## src/rtl/layer_scheduler.sv

```systemverilog
// layer_scheduler
// Time-multiplexed sequencer for one fully-connected layer. A single MAC walks
// every output neuron: it reads the neuron's weights from an external
// synchronous weight memory and accumulates w*in. It then saturates and biases
// the sum into one shared sigmoid, and captures each result into out_vec.
//
// Optional build macro: LAYER_SCHED_ABORT_EN adds an 'abort' input. When abort
// is high in any non-IDLE state, the FSM returns to IDLE on the next edge
// without pulsing done.
module layer_scheduler #(
  parameter int LENGHT_I = 2,
  parameter int LENGHT_O = 1,
  parameter int WIDTH_W  = 9,
  parameter int WIDTH_I  = 1,
  parameter int WIDTH_SM = 8,
  parameter int WIDTH_O  = 10,
  parameter int ADDR_W   = (LENGHT_I * LENGHT_O > 1) ? $clog2(LENGHT_I * LENGHT_O) : 1
) (
  input  logic                         clk,
  input  logic                         rst_n,
  input  logic                         start,
`ifdef LAYER_SCHED_ABORT_EN
  input  logic                         abort,
`endif
  input  logic [LENGHT_I*WIDTH_I-1:0]  in_vec,
  output logic                         w_rd_en,
  output logic [ADDR_W-1:0]            w_addr,
  input  logic signed [WIDTH_W-1:0]    w_data,
  output logic [WIDTH_SM-1:0]          sig_x,
  input  logic [WIDTH_O-1:0]           sig_f,
  output logic [LENGHT_O*WIDTH_O-1:0]  out_vec,
  output logic                         out_valid,
  output logic                         busy,
  output logic                         done
);

  // Counter widths (at least one bit even for single-element dimensions)
  localparam int IW = (LENGHT_I > 1) ? $clog2(LENGHT_I) : 1;
  localparam int OW = (LENGHT_O > 1) ? $clog2(LENGHT_O) : 1;
  // Product and accumulator widths; the accumulator is sized so it cannot overflow
  localparam int PW = WIDTH_W + WIDTH_I + 1;
  localparam int AW = PW + $clog2(LENGHT_I);
  // Comparison width wide enough for both the accumulator and the clamp limits
  localparam int CW = ((AW > WIDTH_SM) ? AW : WIDTH_SM) + 1;
  localparam logic signed [CW-1:0] SAT_MAX = CW'((64'sd1 <<< (WIDTH_SM - 1)) - 64'sd1);
  localparam logic signed [CW-1:0] SAT_MIN = ~SAT_MAX;

  typedef enum logic [2:0] {
    S_IDLE,
    S_MAC,
    S_DRAIN,
    S_ACT,
    S_DONE
  } state_t;

  state_t                        state;
  logic [LENGHT_I*WIDTH_I-1:0]   in_reg;
  logic [IW-1:0]                 i_cnt;
  logic [OW-1:0]                 o_cnt;
  logic signed [AW-1:0]          acc;
  // rd_valid/rd_idx track which read (if any) returns data in the current cycle
  logic                          rd_valid;
  logic [IW-1:0]                 rd_idx;

  logic [WIDTH_I-1:0]            elem_arr [LENGHT_I];
  logic [WIDTH_I-1:0]            elem;
  logic signed [PW-1:0]          w_ext;
  logic signed [PW-1:0]          x_ext;
  logic signed [PW-1:0]          prod;
  logic signed [AW-1:0]          acc_sum;
  logic signed [CW-1:0]          acc_wide;
  logic signed [CW-1:0]          sat_val;
  logic [WIDTH_SM-1:0]           sig_next;
  logic                          last_i;
  logic                          last_o;
  logic                          abort_hit;

`ifdef LAYER_SCHED_ABORT_EN
  assign abort_hit = abort && (state != S_IDLE);
`else
  assign abort_hit = 1'b0;
`endif

  // Split the captured input vector into its elements
  generate
    for (genvar gi = 0; gi < LENGHT_I; gi++) begin : g_elem
      assign elem_arr[gi] = in_reg[gi*WIDTH_I +: WIDTH_I];
    end
  endgenerate

  // Select the input element paired with the weight arriving this cycle
  always_comb begin
    elem = elem_arr[0];
    for (int k = 0; k < LENGHT_I; k++) begin
      if (rd_idx == IW'(k)) begin
        elem = elem_arr[k];
      end
    end
  end

  // MAC datapath, clamp, and offset-binary bias for the sigmoid operand
  always_comb begin
    w_ext    = PW'(w_data);
    x_ext    = PW'(elem);
    prod     = w_ext * x_ext;
    acc_sum  = acc + AW'(prod);
    acc_wide = CW'(acc_sum);
    if (acc_wide > SAT_MAX) begin
      sat_val = SAT_MAX;
    end else if (acc_wide < SAT_MIN) begin
      sat_val = SAT_MIN;
    end else begin
      sat_val = acc_wide;
    end
    // Adding 2^(WIDTH_SM-1) to a two's-complement value flips its MSB
    sig_next = {~sat_val[WIDTH_SM-1], sat_val[WIDTH_SM-2:0]};
  end

  assign last_i = (i_cnt == IW'(LENGHT_I - 1));
  assign last_o = (o_cnt == OW'(LENGHT_O - 1));

  // Sequencer FSM with registered outputs
  always_ff @(posedge clk or negedge rst_n) begin
    if (!rst_n) begin
      state     <= S_IDLE;
      in_reg    <= '0;
      i_cnt     <= '0;
      o_cnt     <= '0;
      acc       <= '0;
      rd_valid  <= 1'b0;
      rd_idx    <= '0;
      w_rd_en   <= 1'b0;
      w_addr    <= '0;
      sig_x     <= '0;
      out_vec   <= '0;
      out_valid <= 1'b0;
      busy      <= 1'b0;
      done      <= 1'b0;
    end else begin
      // Read data is valid one cycle after the strobe
      rd_valid <= w_rd_en;
      rd_idx   <= i_cnt;
      done     <= 1'b0;
      if (abort_hit) begin
        state   <= S_IDLE;
        w_rd_en <= 1'b0;
        sig_x   <= '0;
        busy    <= 1'b0;
      end else begin
        case (state)
          S_IDLE: begin
            if (start) begin
              in_reg    <= in_vec;
              i_cnt     <= '0;
              o_cnt     <= '0;
              acc       <= '0;
              out_valid <= 1'b0;
              w_rd_en   <= 1'b1;
              w_addr    <= '0;
              busy      <= 1'b1;
              state     <= S_MAC;
            end
          end
          S_MAC: begin
            if (rd_valid) begin
              acc <= acc_sum;
            end
            if (last_i) begin
              w_rd_en <= 1'b0;
              state   <= S_DRAIN;
            end else begin
              i_cnt  <= i_cnt + 1'b1;
              w_addr <= w_addr + 1'b1;
            end
          end
          S_DRAIN: begin
            // Last weight arrives now; the biased sum is presented during ACT
            acc   <= acc_sum;
            sig_x <= sig_next;
            state <= S_ACT;
          end
          S_ACT: begin
            for (int k = 0; k < LENGHT_O; k++) begin
              if (o_cnt == OW'(k)) begin
                out_vec[k*WIDTH_O +: WIDTH_O] <= sig_f;
              end
            end
            sig_x <= '0;
            if (last_o) begin
              state <= S_DONE;
            end else begin
              o_cnt   <= o_cnt + 1'b1;
              i_cnt   <= '0;
              acc     <= '0;
              w_rd_en <= 1'b1;
              w_addr  <= w_addr + 1'b1;
              state   <= S_MAC;
            end
          end
          S_DONE: begin
            done      <= 1'b1;
            out_valid <= 1'b1;
            busy      <= 1'b0;
            state     <= S_IDLE;
          end
          default: begin
            state   <= S_IDLE;
            w_rd_en <= 1'b0;
            sig_x   <= '0;
            busy    <= 1'b0;
          end
        endcase
      end
    end
  end

endmodule

```

## config.mk

```make
export PLATFORM = sky130hd
export DESIGN_NAME = layer_scheduler
export DESIGN_NICKNAME = d
export VERILOG_FILES = /design/src/rtl/layer_scheduler.sv
export SDC_FILE = /design/constraint.sdc
export NUM_CORES = 1
export LEC_CHECK = 0
export ABC_AREA = 1
export BUFFER_PORTS_ARGS = -buffer_cell sky130_fd_sc_hd__buf_2
export CAP_MARGIN = 20
export CORE_MARGIN = 2
export CORE_UTILIZATION = 55
export DETAILED_ROUTE_END_ITERATION = 10
export GPL_TIMING_DRIVEN = 0
export HOLD_SLACK_MARGIN = 0.15
export PLACE_DENSITY = 0.83
export SYNTH_ARGS = -nofsm -noshare
export SYNTH_HDL_FRONTEND = slang
export SYNTH_SLANG_ARGS = --single-unit
```

## constraint.sdc

```tcl
create_clock -name clk -period 3.1 [get_ports clk]
set_input_delay 0.31 -clock clk [delete_from_list [all_inputs] [get_ports clk]]
set_output_delay 0.31 -clock clk [all_outputs]
set_load 0.1 [all_outputs]
```

# After elaboration in Yosys (flattened, before gate mapping)
# Index checks and enable logic that the tools add are counted.
# totals
register_bits,44
latch_bits,0
ram_bits,0
mem_bits_ro,0
memories,0
# op_classes
addsub,4
multipliers,1
n_div,0
n_lt_le_gt_ge,2
n_eq_ne,9
shifts,0
mux,28
bitwise_logic,4
n_reduce_logical,18
# ops
operator,count
case mux 12 bit (4 select lines),1
2-to-1 mux 12 bit,3
2-to-1 mux 8 bit,2
case mux 8 bit (2 select lines),1
adder 12 x 11 -> 12 bit,1
"> comparator 12 x 8 -> 1 bit, second input constant",1
"< comparator 12 x 8 -> 1 bit, second input constant",1
case mux 3 bit (4 select lines),1
AND reduction 2 bit,6
AND reduction 4 bit,3
multiplier 9 x 2 -> 11 bit,1
2-to-1 mux 1 bit,11
"!= test 2 bit, second input constant",5
2-to-1 mux 3 bit,3
"equality test 3 x 2 -> 1 bit, second input constant",2
case mux 1 bit (2 select lines),3
case mux 1 bit (3 select lines),2
OR reduction 3 bit,2
NOT 1 bit,4
case mux 1 bit (4 select lines),1
nonzero test 2 bit,2
nonzero test 4 bit,1
"adder 1 bit, second input constant",3
"equality test 3 x 1 -> 1 bit, second input constant",1
5 further kinds,5

# Depth between registers and ports, before layout
# logic_depth
ltp_word,8
ltp_mapped,19

# Worst setup path after synthesis
# No wires, ideal clock.
# synth_timing
kind,register to register
from,register rd_idx
to,register sig_x[0]
setup_ns,0.068
arrival_ns,2.532
path_slack_ns,0.500
path_stages_with_launch,19
path_cell_list,dfrtp_1 o21ai_1 inv_1 nor2_1 ha_1 ha_1 fa_1 nand2_1 nand2_1 and2_4 nand2_2 nand2_1 nand2_1 nand2_4 nor2_2 nand3_2 nand2_4 nand2_1 nand2_1
# synth_between
elab_chain_len,7
# synth_rtl
item,line,text
start: declaration,63,logic [IW-1:0] rd_idx;
start signal: assignment,142,rd_idx <= i_cnt;
2-to-1 mux 1 bit (*),95,if (rd_idx == IW'(k)) begin
multiplier 9 x 2 -> 11 bit (*),105,prod = w_ext * x_ext;
adder 12 x 11 -> 12 bit (*),106,acc_sum = acc + AW'(prod);
< comparator 12 x 8 -> 1 bit,110,end else if (acc_wide < SAT_MIN) begin
2-to-1 mux 8 bit,110,
2-to-1 mux 8 bit (*),108,if (acc_wide > SAT_MAX) begin
case mux 8 bit (2 select lines) (*),150,case (state)
end signal: assignment,179,sig_x <= sig_next;
end: declaration,29,"output logic [WIDTH_SM-1:0] sig_x,"
# Every way passes the cells marked *; elsewhere a longest branch is shown, timed or not.
# A chain may end at the register's enable or synchronous reset.

# Worst setup path after layout
# layout_timing
from,register rd_idx
to,register sig_x[6]
# The elaborated chain is that of the path after synthesis.

==> results.md <==
* Status: finished, final reports clean
* Sink Count at 43
* Syn_nets at 394
* Post-synthesis instance total at 348
* Post-synth EDFFs at 0
* Mapped Area at 0.00265 sq mm
* DRT antenna net count at 0
* DR iter-0 viols at 93
* Worst Path Buf+Inv at 1
* Largest delay contributor family on the critical path: simple AND/OR/NAND/NOR gates
* Die Width at 73.4 um
* Core area at 0.00469 sq mm
* Clock Latency Late Sink at 290 ps
* Slowest cell on crit path: dfrtp_1
* Layout Cells excl Fill at 456
* Netlist cell types at 33
* Drt via density at 5.03
* Crit path cell chain: o21ai_4 > inv_2 > nor2_1 > ha_1 > ha_1 > fa_2 > nand2_1 > nand2_1 > nand3_1 > nand2_1 > nand2_1 > nand2_2 > nor2_2 > nand3_4 > a21boi_1 > nand2_1
* Register area share after synthesis at 0.406
* Final Hold Fails at 0
* Area Overhead vs Synth at 16.2%
* Max reg flops at 12
* Nature of the critical path endpoint: flip-flop
* Die outline area at 0.00538 sq mm
* Actual slew at the worst max-slew pin at 909 ps
* Post-synth ARST share at 1.00
* PortBufs at 46
* Max_cap viols at 0
* Place WS at 8.72 ps
* Routed wire per std cell at 12.2 um
* Critical path class: flip-flop to flip-flop
* Starting Density at 0.564
* Htree depth at 2
* TritonCTS clock tree: done
* Worst-path fanout max at 8
* Layout cells sized above 1 at 0.229
* Postcts setup bufs at 0
* Slew headroom at 0.394
* Initial antenna violation count at 0
* I/O Pins at 47
* Reg2reg path depth at 16
* Setup slack after layout at 292 ps
* Clk root buf: clkbuf_8
* Post-route DRC at 0
* Clock Path Buffers at 2
* Final hold slack at 138 ps
* Seq cells post-synth at 43
* Largest net degree at the start of global routing at 44
* Placed cells at 448
* CP most frequent cell: nand2_1
* Clock period minus worst slack at 2810 ps
* YS warnings at 0
* RSZ-0062 raised after global routing: false
* Largest register by flop count: acc
* RR Endpoint: sig_x[6]$_DFFE_PN0N_
* Avg Inst Size Synth at 7.61 sq um
* Fmax at 356 MHz
* NumNets Final at 447
* Biggest regs: acc: 12 flops, out_vec: 10 flops, sig_x: 8 flops
* CP required at 3280 ps
* Setup Skew at 9.07 ps
* TNS Setup at 0 ps
* Tcrit/Tclk final at 0.906
* Register-to-register setup slack at 290 ps
* HPWL Detailed at 4.46 mm
* Worst EP arrival at 2990 ps
* Global-route usage over all layers at 0.233
* Aggregate global routing overflow at 0
* ANT cells at 0
* Startpoint type of the worst setup path: flip-flop
* Primary FF master, synth: dfrtp_1
* DIE HEIGHT at 73.4 um
* First-pass GRT wire length at 9.80 mm
* Via Count at 2295
* Pre-Repair DR Iteration Count at 4
* Routability cong. at 0.884
* Fin. max-slew vios at 0
* Vias in the first global route at 2345
* Cts bufs inserted at 5
* Type of the most critical hold path: input pin to async pin
* Crit Reg-Reg Startpoint: rd_idx$_DFF_PN0_
* Rows at 25
* CP peak stage delay at 410 ps
* Routed wire length at 5.57 mm
* Reg clk slew, reported paths at 80 ps
* Final Setup Violations at 0
cell usage in the layout, fill, tap and decap left out, types with 2 or more instances in the layout:
| master | instances |
|---|---|
| nand2_4 | 3 |
| nand3_1 | 12 |
| xnor2_1 | 2 |
| clkbuf_8 | 6 |
| nor2_1 | 24 |
| a21boi_1 | 3 |
| o21ai_1 | 15 |
| dfrtp_1 | 43 |
| inv_2 | 11 |
| nand4_1 | 2 |
| a21oi_1 | 5 |
| xor2_1 | 3 |
| o21ai_0 | 11 |
| nor2_4 | 2 |
| ha_1 | 21 |
| nor2_2 | 3 |
| nand2_1 | 118 |
| inv_1 | 44 |
| nand2_2 | 8 |
| buf_2 | 48 |
| nor3_1 | 2 |
layer usage:
metal | wire, um | GRT usage | up-vias | part of all wire
met3 | 248 | 0.0480 | 4 | 0.044
li1 | - | - | 1185 | -
met1 | 2550 | 0.298 | 1049 | 0.46
met5 | 0 | 0 | - | 0
met2 | 2750 | 0.398 | 57 | 0.49
met4 | 28 | 0.0707 | 0 | 0.0050
layout make-up:
class	count	area [sq um]
fillers	406	1620
multi-input cells	246	1360
flip-flops and latches	43	1080
repair buffers	46	230
inverters	55	206
clock buffers	6	82.6
well taps	54	67.6
clock inverters	2	35.0
plain buffers	4	21.3
metrics by stage:
stage | utilization | cell area (sq um)
after global placement | 0.628 | 2950
after global routing | 0.656 | 3080
after detailed placement | 0.628 | 2950
after CTS | 0.654 | 3070
after floorplan | - | 2650
final | 0.656 | 3080
synthesized netlist by cell type (2+ instances only):
cell type  count  area [sq um]
a21boi_1       3          22.5
nor2_4         2          22.5
o21ai_0       11          55.1
nand2_2        8          50.1
nor2_2         3          18.8
xnor2_1        2          17.5
nand4_1        2          12.5
ha_1          21           263
nor2_1        24          90.1
nand2_4        3          33.8
buf_2          2          10.0
xor2_1         3          26.3
nand3_1       12          60.1
nor3_1         2          10.0
nand2_1      118           443
o21ai_1       16          80.1
a21oi_1        5          25.0
inv_2         10          37.5
inv_1         45           169
dfrtp_1       43          1080
worst reg2reg max path, delay by kind of cell, from the launching register on:
| family | cells | cell delay, ps |
|---|---|---|
| and+or+nand+nor | 10 | 920 |
| adders and majority gates | 3 | 880 |
| DFF | 1 | 410 |
| AOI/OAI and AO/OA | 2 | 370 |
| buffers and inverters | 1 | 110 |
how the worst max path moves through the flow:
stage	start	endpoint	slack [ps]	cells after the start
detailed placement	rd_idx$_DFF_PN0_	sig_x[5]$_DFFE_PN0N_	9	18
global route	rd_idx$_DFF_PN0_	sig_x[2]$_DFFE_PN0N_	60	18
global placement	rd_idx$_DFF_PN0_	sig_x[2]$_DFFE_PN0N_	40	18
floorplan	rd_idx$_DFF_PN0_	sig_x[0]$_DFFE_PN0N_	500	18
finish	rd_idx$_DFF_PN0_	sig_x[6]$_DFFE_PN0N_	290	16
CTS	rd_idx$_DFF_PN0_	sig_x[5]$_DFFE_PN0N_	90	18
logic make-up (layout without fill, tap and decap cells):
group / after synthesis / after routing / synth area share
adder cells (fa/ha/maj): 22 / 22 / 0.107
flip-flops: 43 / 43 / 0.406
AND/OR/NAND/NOR: 181 / 181 / 0.307
buffers and inverters: 59 / 113 / 0.0860
AO/OA/AOI/OAI: 38 / 38 / 0.0775
XOR/XNOR: 5 / 5 / 0.0165
timing repair:
action / in CTS / in global routing
endpoints found under the setup margin: 6 / 7
resized for setup: 1 / 3
hold buffers: 0 / 0
Power is left out: the tool's default activity adds up to more than one toggle a clock period on the data nets, which glitch-free logic cannot reach.
